File: src/rtl/det_sched_pkg.sv
// Shared types and helpers for det_stream_sched: FSM state encoding,
// counter width derivation and frame-length clamping.
package det_sched_pkg;

    typedef enum logic [2:0] {
        IDLE,
        CLEAR,
        SHIFT,
        DRAIN,
        RESP
    } state_t;

    // Width that can hold every value 0..frame_w inclusive.
    function automatic int cnt_width(input int frame_w);
        return $clog2(frame_w + 1);
    endfunction

    function automatic int clamp_len(input int len, input int frame_w);
        return (len > frame_w) ? frame_w : len;
    endfunction

endpackage

File: src/rtl/rr_arbiter.sv
// Round-robin arbiter: first requester at or after ptr wins, wrapping.
// Purely combinational; grant is one-hot and all-zero when disabled.
module rr_arbiter #(
    parameter int N  = 4,
    parameter int IW = $clog2(N)
) (
    input  logic [N-1:0]  req,
    input  logic [IW-1:0] ptr,
    input  logic          en,
    output logic [N-1:0]  gnt,
    output logic [IW-1:0] win
);

    logic [2*N-1:0] dbl;
    logic [2*N-1:0] cand;
    logic           found;
    int             pos;
    int             win_int;

    always_comb begin
        dbl     = {req, req} >> ptr;
        cand    = '0;
        found   = 1'b0;
        pos     = 0;
        for (int j = 0; j < N; j++) begin
            cand = dbl >> j;
            if (!found && cand[0]) begin
                found = 1'b1;
                pos   = j;
            end
        end
        win_int = (int'(ptr) + pos) % N;
        win     = IW'(win_int);
        gnt     = (en && found) ? ({{(N-1){1'b0}}, 1'b1} << win) : '0;
    end

endmodule

File: src/rtl/det_stream_sched.sv
// Shares one serial sequence detector among NREQ requesters: grants frames
// round-robin, clears the detector, shifts the frame LSB-first and returns
// a hit result. Build option HIT_COUNT_EN adds the rsp_count hit counter.
module det_stream_sched
    import det_sched_pkg::*;
#(
    parameter  int NREQ    = 4,
    parameter  int FRAME_W = 16,
    localparam int CNT_W   = cnt_width(FRAME_W),
    localparam int ID_W    = $clog2(NREQ)
) (
    input  logic                    clk,
    input  logic                    rst,
    input  logic [NREQ-1:0]         req_valid,
    output logic [NREQ-1:0]         req_ready,
    input  logic [NREQ*FRAME_W-1:0] req_data,
    input  logic [NREQ*CNT_W-1:0]   req_len,
    output logic                    det_rst_n,
    output logic                    det_in,
    input  logic                    det_dec,
    output logic                    rsp_valid,
    input  logic                    rsp_ready,
    output logic [ID_W-1:0]         rsp_id,
    output logic                    rsp_hit
`ifdef HIT_COUNT_EN
    ,
    output logic [CNT_W-1:0]        rsp_count
`endif
);

    state_t             state_q, state_d;
    logic [ID_W-1:0]    ptr_q, ptr_d;
    logic [ID_W-1:0]    id_q, id_d;
    logic [FRAME_W-1:0] data_q, data_d;
    logic [CNT_W-1:0]   len_q, len_d;
    logic [CNT_W-1:0]   idx_q, idx_d;
    logic               prev_shift_q, prev_shift_d;
    logic               hit_q, hit_d;
    logic               det_rst_n_q, det_rst_n_d;
    logic               det_in_q, det_in_d;
    logic               rsp_valid_q, rsp_valid_d;
`ifdef HIT_COUNT_EN
    logic [CNT_W-1:0]   count_q, count_d;
`endif

    logic [NREQ-1:0]    gnt;
    logic [ID_W-1:0]    win;
    logic               arb_en;
    logic               accept;
    logic [FRAME_W-1:0] sel_data;
    logic [CNT_W-1:0]   sel_len;
    logic [CNT_W-1:0]   clamped_len;
    logic [FRAME_W-1:0] shifted;

    assign arb_en = (state_q == IDLE) && !rst;

    rr_arbiter #(
        .N  (NREQ),
        .IW (ID_W)
    ) u_arb (
        .req (req_valid),
        .ptr (ptr_q),
        .en  (arb_en),
        .gnt (gnt),
        .win (win)
    );

    assign req_ready   = gnt;
    assign accept      = |gnt;
    assign sel_data    = FRAME_W'(req_data >> (win * FRAME_W));
    assign sel_len     = CNT_W'(req_len >> (win * CNT_W));
    assign clamped_len = CNT_W'(clamp_len(int'(sel_len), FRAME_W));

    always_comb begin
        state_d  = state_q;
        ptr_d    = ptr_q;
        id_d     = id_q;
        data_d   = data_q;
        len_d    = len_q;
        idx_d    = idx_q;
        hit_d    = hit_q;
`ifdef HIT_COUNT_EN
        count_d  = count_q;
`endif

        // det_dec lags det_in by one cycle, so sample only right after SHIFT.
        if (prev_shift_q && det_dec) begin
            hit_d   = 1'b1;
`ifdef HIT_COUNT_EN
            count_d = count_q + 1'b1;
`endif
        end

        case (state_q)
            IDLE: begin
                if (accept) begin
                    id_d    = win;
                    data_d  = sel_data;
                    len_d   = clamped_len;
                    ptr_d   = (win == ID_W'(NREQ - 1)) ? '0 : win + 1'b1;
                    hit_d   = 1'b0;
`ifdef HIT_COUNT_EN
                    count_d = '0;
`endif
                    state_d = (clamped_len != '0) ? CLEAR : RESP;
                end
            end
            CLEAR: begin
                idx_d   = '0;
                state_d = SHIFT;
            end
            SHIFT: begin
                if (idx_q == len_q - 1'b1) begin
                    state_d = DRAIN;
                end else begin
                    idx_d = idx_q + 1'b1;
                end
            end
            DRAIN: begin
                state_d = RESP;
            end
            RESP: begin
                if (rsp_ready) begin
                    state_d = IDLE;
                end
            end
            default: begin
                state_d = IDLE;
            end
        endcase

        prev_shift_d = (state_q == SHIFT);
        det_rst_n_d  = (state_d == SHIFT) || (state_d == DRAIN);
        shifted      = data_d >> idx_d;
        det_in_d     = (state_d == SHIFT) && shifted[0];
        rsp_valid_d  = (state_d == RESP);
    end

    always_ff @(posedge clk) begin
        if (rst) begin
            state_q      <= IDLE;
            ptr_q        <= '0;
            id_q         <= '0;
            idx_q        <= '0;
            prev_shift_q <= 1'b0;
            hit_q        <= 1'b0;
            det_rst_n_q  <= 1'b0;
            det_in_q     <= 1'b0;
            rsp_valid_q  <= 1'b0;
`ifdef HIT_COUNT_EN
            count_q      <= '0;
`endif
        end else begin
            state_q      <= state_d;
            ptr_q        <= ptr_d;
            id_q         <= id_d;
            idx_q        <= idx_d;
            prev_shift_q <= prev_shift_d;
            hit_q        <= hit_d;
            det_rst_n_q  <= det_rst_n_d;
            det_in_q     <= det_in_d;
            rsp_valid_q  <= rsp_valid_d;
`ifdef HIT_COUNT_EN
            count_q      <= count_d;
`endif
        end
        data_q <= data_d;
        len_q  <= len_d;
    end

    assign det_rst_n = det_rst_n_q;
    assign det_in    = det_in_q;
    assign rsp_valid = rsp_valid_q;
    assign rsp_id    = id_q;
    assign rsp_hit   = hit_q;
`ifdef HIT_COUNT_EN
    assign rsp_count = count_q;
`endif

endmodule
File: config.mk
export PLATFORM = sky130hd
export DESIGN_NAME = det_stream_sched
export DESIGN_NICKNAME = d
export VERILOG_FILES = /design/src/rtl/det_sched_pkg.sv /design/src/rtl/rr_arbiter.sv /design/src/rtl/det_stream_sched.sv
export SDC_FILE = /design/constraint.sdc
export NUM_CORES = 1
export LEC_CHECK = 0
export CAP_MARGIN = 40
export CORE_ASPECT_RATIO = 0.6
export CORE_UTILIZATION = 41
export DETAILED_ROUTE_END_ITERATION = 7
export GPL_ROUTABILITY_DRIVEN = 0
export HOLD_SLACK_MARGIN = 0.03
export PLACE_DENSITY = 0.78
export SYNTH_ARGS = -nofsm -noshare
export SYNTH_HDL_FRONTEND = slang
export SYNTH_SLANG_ARGS = --single-unit
File: constraint.sdc
create_clock -name clk -period 6.25 [get_ports clk]
set_clock_uncertainty 0.05 [all_clocks]
set_input_delay 1.875 -clock clk [delete_from_list [all_inputs] [get_ports clk]]
set_output_delay 1.875 -clock clk [all_outputs]
set_load 0.01 [all_outputs]
# [After elaboration in Yosys (flattened, before gate mapping)]
# Cells that the tools add are included.
# Widths: inputs -> output; s select.
[word_totals] wordCells=69 out_inout_bits=10 in_bits=92 register_bits=38
[classes] n_reduce_logical=16 add_sub_neg=4 n_mux=22 eq_ne=9 magnitude_cmp=1 mul=1 n_shift=5
[ops] op="$shr 64x6->16" count=1
[ops] op="$mux 16" count=2
[ops] op="$shr 20x5->5" count=1
[ops] op="$shr 16x5->1" count=1
[ops] op="$pmux 3 s5" count=1
[ops] op="$eq 3x2->1 const B" count=4
[ops] op="$mux 3" count=4
[ops] op="$mux 5" count=2
[ops] op="$pmux 5 s2" count=1
[ops] op="$mux 1" count=8
[ops] op="$shr 8x2->4" count=1
[ops] op="$logic_and 1x1->1" count=7
[ops] op="$eq 3x3->1 const B" count=2
[ops] op="$mux 2" count=3
[ops] op="$add 5x1->5 const B" count=1
[ops] op="$eq 5x5->1" count=1
[ops] op="$gt 5x5->1 const B" count=1
[ops] op="$mul 2x3->5 const B" count=1
[ops] op="$reduce_bool 5->1" count=1
[ops] op="$sub 5x1->5 const B" count=1
[ops] op="$logic_not 1->1" count=4
[ops] op="$mux 4" count=1
[ops] op="$reduce_or 4->1" count=1
[ops] op="$shl 1x2->4 const A" count=1
[ops] op="7 further kinds" count=7

# [Longest topological paths before layout]
[depth] word_depth=22 depth_mapped=22 depth_no_buf=19

# [By module]
# From an unflattened synthesis, not the netlist that was laid out.
[unflattened] cells_unflattened=267 hier_area_um2=2613.8
[by_module_without_submodules] module="det_stream_sched" area_per_inst_um2=2336.0 seq_area_each_um2=810.8 instances=1 cells_per_inst=227
[by_module_without_submodules] module="rr_arbiter" area_per_inst_um2=277.8 seq_area_each_um2=0.0 instances=1 cells_per_inst=40

# [Least setup slack after synthesis]
# Ideal clock, no wire load.
[synth_path] path_type="in2out" start="in req_valid[0]" end="out req_ready[3]" arrival_ns=4.092 path_stages=12 required_ns=4.325 slack_ns=0.233 path_buffers=3 path_cell_list="buf_2 or4_1 o2111ai_1 ha_1 xor2_1 a21oi_4 nor2_4 inv_4 buf_12 buf_6 ha_1 and2_1"
[synth_between] elab_chain_len=14 word_cells_on_any_way=18 cone_classes="add/sub: 1; shift: 2; mux: 8; reduce/logical: 7"
[synth_lines] element="start, declared" line_no="det_stream_sched.sv:14" rtl="input logic [NREQ-1:0] req_valid,"
[synth_lines] element="$shr 8x2->4 (*)" line_no="rr_arbiter.sv:21" rtl="dbl = {req, req} >> ptr;"
[synth_lines] element="$mux 1" line_no="rr_arbiter.sv:27" rtl="if (!found && cand[0]) begin"
[synth_lines] element="$logic_not 1->1" line_no="rr_arbiter.sv:27"
[synth_lines] element="$logic_and 1x1->1" line_no="rr_arbiter.sv:27"
[synth_lines] element="$mux 1" line_no="rr_arbiter.sv:27"
[synth_lines] element="$logic_not 1->1" line_no="rr_arbiter.sv:27"
[synth_lines] element="$logic_and 1x1->1" line_no="rr_arbiter.sv:27"
[synth_lines] element="$mux 1" line_no="rr_arbiter.sv:27"
[synth_lines] element="$logic_not 1->1" line_no="rr_arbiter.sv:27"
[synth_lines] element="$logic_and 1x1->1" line_no="rr_arbiter.sv:27"
[synth_lines] element="$mux 2 (*)" line_no="rr_arbiter.sv:27"
[synth_lines] element="$add 2x2->2 (*)" line_no="rr_arbiter.sv:32" rtl="win_int = (int'(ptr) + pos) % N;"
[synth_lines] element="via u_arb.win[1]" line_no="rr_arbiter.sv:11" rtl="output logic [IW-1:0] win"
[synth_lines] element="$shl 1x2->4 (*)" line_no="rr_arbiter.sv:34" rtl="gnt = (en && found) ? ({{(N-1){1'b0}}, 1'b1} << win) : '0;"
[synth_lines] element="$mux 4 (*)" line_no="rr_arbiter.sv:34"
[synth_lines] element="end, declared" line_no="det_stream_sched.sv:15" rtl="output logic [NREQ-1:0] req_ready,"
# The timed path passes the listed nets; every way through them passes the cells marked *.

# [Final worst setup path]
[layout_path] start="in req_valid[3]" end="out req_ready[3]"
[layout_between] elab_chain_len=14 word_cells_on_any_way=18 cone_classes="add/sub: 1; shift: 2; mux: 8; reduce/logical: 7"
[layout_lines] element="$shr 8x2->4 (*)" line_no="rr_arbiter.sv:21"
[layout_lines] element="$mux 1" line_no="rr_arbiter.sv:27"
[layout_lines] element="$logic_not 1->1" line_no="rr_arbiter.sv:27"
[layout_lines] element="$logic_and 1x1->1" line_no="rr_arbiter.sv:27"
[layout_lines] element="$mux 1" line_no="rr_arbiter.sv:27"
[layout_lines] element="$logic_not 1->1" line_no="rr_arbiter.sv:27"
[layout_lines] element="$logic_and 1x1->1" line_no="rr_arbiter.sv:27"
[layout_lines] element="$mux 1" line_no="rr_arbiter.sv:27"
[layout_lines] element="$logic_not 1->1" line_no="rr_arbiter.sv:27"
[layout_lines] element="$logic_and 1x1->1" line_no="rr_arbiter.sv:27"
[layout_lines] element="$mux 2" line_no="rr_arbiter.sv:27"
[layout_lines] element="$add 2x2->2" line_no="rr_arbiter.sv:32"
[layout_lines] element="$shl 1x2->4" line_no="rr_arbiter.sv:34"
[layout_lines] element="$mux 4 (*)" line_no="rr_arbiter.sv:34"
# Every way passes the cells marked *; elsewhere a longest branch is shown, timed or not.

==> flow_metrics.py <==
metrics = {
    "clock_network": {
        "numCtsBuffers": 5,
        "holdBufCountCts": 0,
        "cts.htree.levels": 2,
        "cts_tree": "built",
        "cts.sinks": 38,
        "cts.clk_slew.worst_paths_ps": 80,
        "clockRootBuffer": "clkbuf_8",
        "clock_latency_ps": 290,
        "clockBufferDepth": 2,
    },
    "setup_path": {
        "worstSetupStartpointType": "input pin",
        "end_kind": "output port",
        "crit_arrival_ps": 4240,
        "critical_path_class": "input pin to output port",
        "cp_slowest_cell": "clkdlybuf4s50_1",
        "crit_chain": "clkdlybuf4s50_1 -> nor2_1 -> or4_4 -> o2111ai_2 -> ha_4 -> xor2_4 -> a21oi_4 -> nor2_4 -> inv_4 -> ha_1 -> and2_1 -> dlygate4sd2_1",
        "required_ps": 4320,
        "crit_buf_inv": 3,
        "crit_family": "buffers and inverters",
        "cp_max_fo": 4,
        "cp_slowest_stage_delay_ps": 480,
    },
    "floorplanning": {
        "die-area_sq_mm": 0.007037,
        "coreArea_sq_mm": 0.006276,
        "initial_core_util_pct": 43.74,
        "ioPinCount": 102,
        "row_count": 22,
        "fp.dieH_microns": 65.38,
        "chipWidth_microns": 107.6,
    },
    "route": {
        "first_iter_violations": 139,
        "drt_wl_total_microns": 7660,
        "wl_per_cell_microns": 15.23,
        "drc": 0,
        "dr_total_vias": 2741,
        "routed_via_density": 5.449,
        "postRouteAntennaNets": 0,
        "drt_pass1_iterations": 4,
    },
    "yosys": {
        "yosysUniqueCellTypes": 75,
        "syn-instance-count": 302,
        "ys_ff_latch": 38,
        "yosysSeqAreaShare_pct": 29.54,
        "synth-async-reset-ratio_pct": 0,
        "yosys_warnings": 0,
        "synth_edf_count": 5,
        "syn_area_per_cell_sq_um": 9.090,
        "syn-num-nets": 401,
        "syn-cell-area_sq_mm": 0.002745,
        "ys.flop_type": "dfxtp_1",
    },
    "final_layout": {
        "areaGrowthSynthToFinish_pct": 50.91,
        "n_antenna_cell": 0,
        "final_cell_mix": "94 x clkdlybuf4s50_1, 39 x nand2_1, 33 x dfxtp_1, 25 x buf_4, 24 x nor2_1",
        "layout_commonest_cell": "clkdlybuf4s50_1",
        "drive_above_1_share_pct": 15.99,
        "nNetsFinal": 517,
    },
    "global_route": {
        "overflow": 0,
        "grt_antenna_before_repair": 0,
        "grt_pass1_vias": 2606,
        "grtUsageTotal_pct": 22.35,
        "grt_first_pass_wirelength_microns": 12360,
        "grt_max_degree": 31,
    },
    "job": {
        "drv_cap": 0,
    },
    "power_and_ir_drop": {
        "p_leak_nw": 1.602,
        "finalPower_w": 0.002077,
        "p_int_w": 0.001185,
        "power_frac_clock_pct": 10.7,
        "powerDensity_mw_per_mm2": 501.2,
        "p_switching_w": 0.0008914,
        "p_sw_share_pct": 42.93,
        "ir_drop_v": 0.0004078,
        "combPwrFrac_pct": 67.4,
        "seqPwrFrac_pct": 21.9,
    },
    "timing": {
        "period_minus_slack_ps": 6163,
        "worst_slew_pin_slew_ps": 590.1,
        "tns_ps": 0,
        "slew_headroom_pct": 59.64,
        "rsz0062_at_grt": "true",
        "setup_violations": 0,
        "drv_slew": 0,
        "fin_crit_sh_pct": 98.61,
        "hold_violations": 0,
        "clock.fmax_mhz": 162.2,
    },
    "hold_path": {
        "hold_class": "flop to flop",
    },
    "placed_design": {
        "hpwlAfterDp_microns": 6053,
        "port_buffers": 101,
    },
    "status": {
        "status": "complete, no violations",
    },
}
state kept, by name (all words and copies together), names as in the netlist:
| name | flops |
|---|---|
| idx_q | 5 |
| state_q | 3 |
| rsp_hit | 1 |
| rsp_id | 2 |
| det_rst_n | 1 |
| data_q | 16 |
| rsp_valid | 1 |
| det_in | 1 |
| ptr_q | 2 |
| prev_shift_q | 1 |
| len_q | 5 |
Yosys cell counts, drive strengths merged, types with 3 or more instances:
master   count  area (sq um)
xnor2        7         61.31
mux2         3         33.78
nor2b        5         31.28
a221oi       3         26.28
nand2b       3         18.77
o31ai        3         22.52
a21oi       11         66.32
nand3       10         50.05
o211ai       5         42.54
and2        12         75.07
o21ai       10         50.05
nor2        26         107.6
mux2i       17         170.2
mux4         9         206.5
inv          7         28.78
dfxtp       33         660.6
ha           7         87.58
o221ai       6         65.06
nor4         3         18.77
a211oi       3         22.52
edfxtp       5         150.1
nor3        11         60.06
a2111oi      4         42.54
clkbuf      11         41.29
xor2         3         26.28
nand2       39         146.4
nand4        3         18.77
buf          7         60.06
routing by layer:
metal / vias up / wire (microns) / global-route usage, %
met3: 2 / 458 / 4.663
met4: 0 / 10 / 1.712
met5: - / 0 / 0
met1: 1268 / 3715 / 30.85
li1: 1374 / - / -
met2: 97 / 3475 / 37.50
power groups by stage:
stage	Clock, W	Combinational [W]	Sequential [W]
6_report	0.000222	0.00140	0.000455
5_1_grt	0.000234	0.00154	0.000468
4_1_cts	0.000223	0.00137	0.000449
3_5_place_dp	0	0.00135	0.000453
3_3_place_gp	0	0.00132	0.000448
2_1_floorplan	0	0.000996	0.000416
worst min-delay path: cells and delay by family (launching register included):
family | cells | cell delay [ps]
DFF | 1 | 310
and+or+nand+nor | 2 | 110
repair_timing:
action	in CTS	in global routing
pin swaps	2	3
setup buffers	2	4
setup endpoints to repair	4	4
resized for setup	8	9
final timing paths:
path | start | end | slack, ps | cells after the start
setup reg to reg | ptr_q[0] | det_in | 2070 | 20
hold / removal | data_q[4] | data_q[4] | 400 | 2
hold reg to reg | data_q[4] | data_q[4] | 400 | 2
setup / recovery | req_valid[3] | req_ready[3] | 90 | 12
layout make-up:
type	count	area, sq um
fillers	548	2133
inverters	7	28.78
flip-flops and latches	38	810.8
multi-input cells	239	1864
clock buffers	7	118.9
clock inverters	1	8.758
well taps	84	105.1
repair buffers	127	1206
cells by family (layout without fill, tap and decap cells):
family | count (synthesis) | count (layout) | share of synthesized area (%)
multiplexers | 29 | 29 | 14.95
flip-flops | 38 | 38 | 29.53
buffers and inverters | 25 | 142 | 4.740
AO/OA/AOI/OAI | 68 | 68 | 20.74
adder cells (fa/ha/maj) | 7 | 7 | 3.190
XOR/XNOR | 11 | 11 | 4.057
AND/OR/NAND/NOR | 124 | 124 | 22.79
through the flow:
stage                     area (sq um)  setup WS [ps]  hold slack [ps]  cells  utilization (%)
after detailed placement          3921         -323.7            382.7    489            62.48
after CTS                         4066          25.25            401.2    499            64.79
after global placement            3921         -190.5            368.8    489            62.48
after floorplan                   2745          232.7            360.6    302                -
after global routing              4143         -25.53            437.9    503            66.01
final                             4143          86.61            397.8    503            66.01
(Power assumes the default switching activity.)
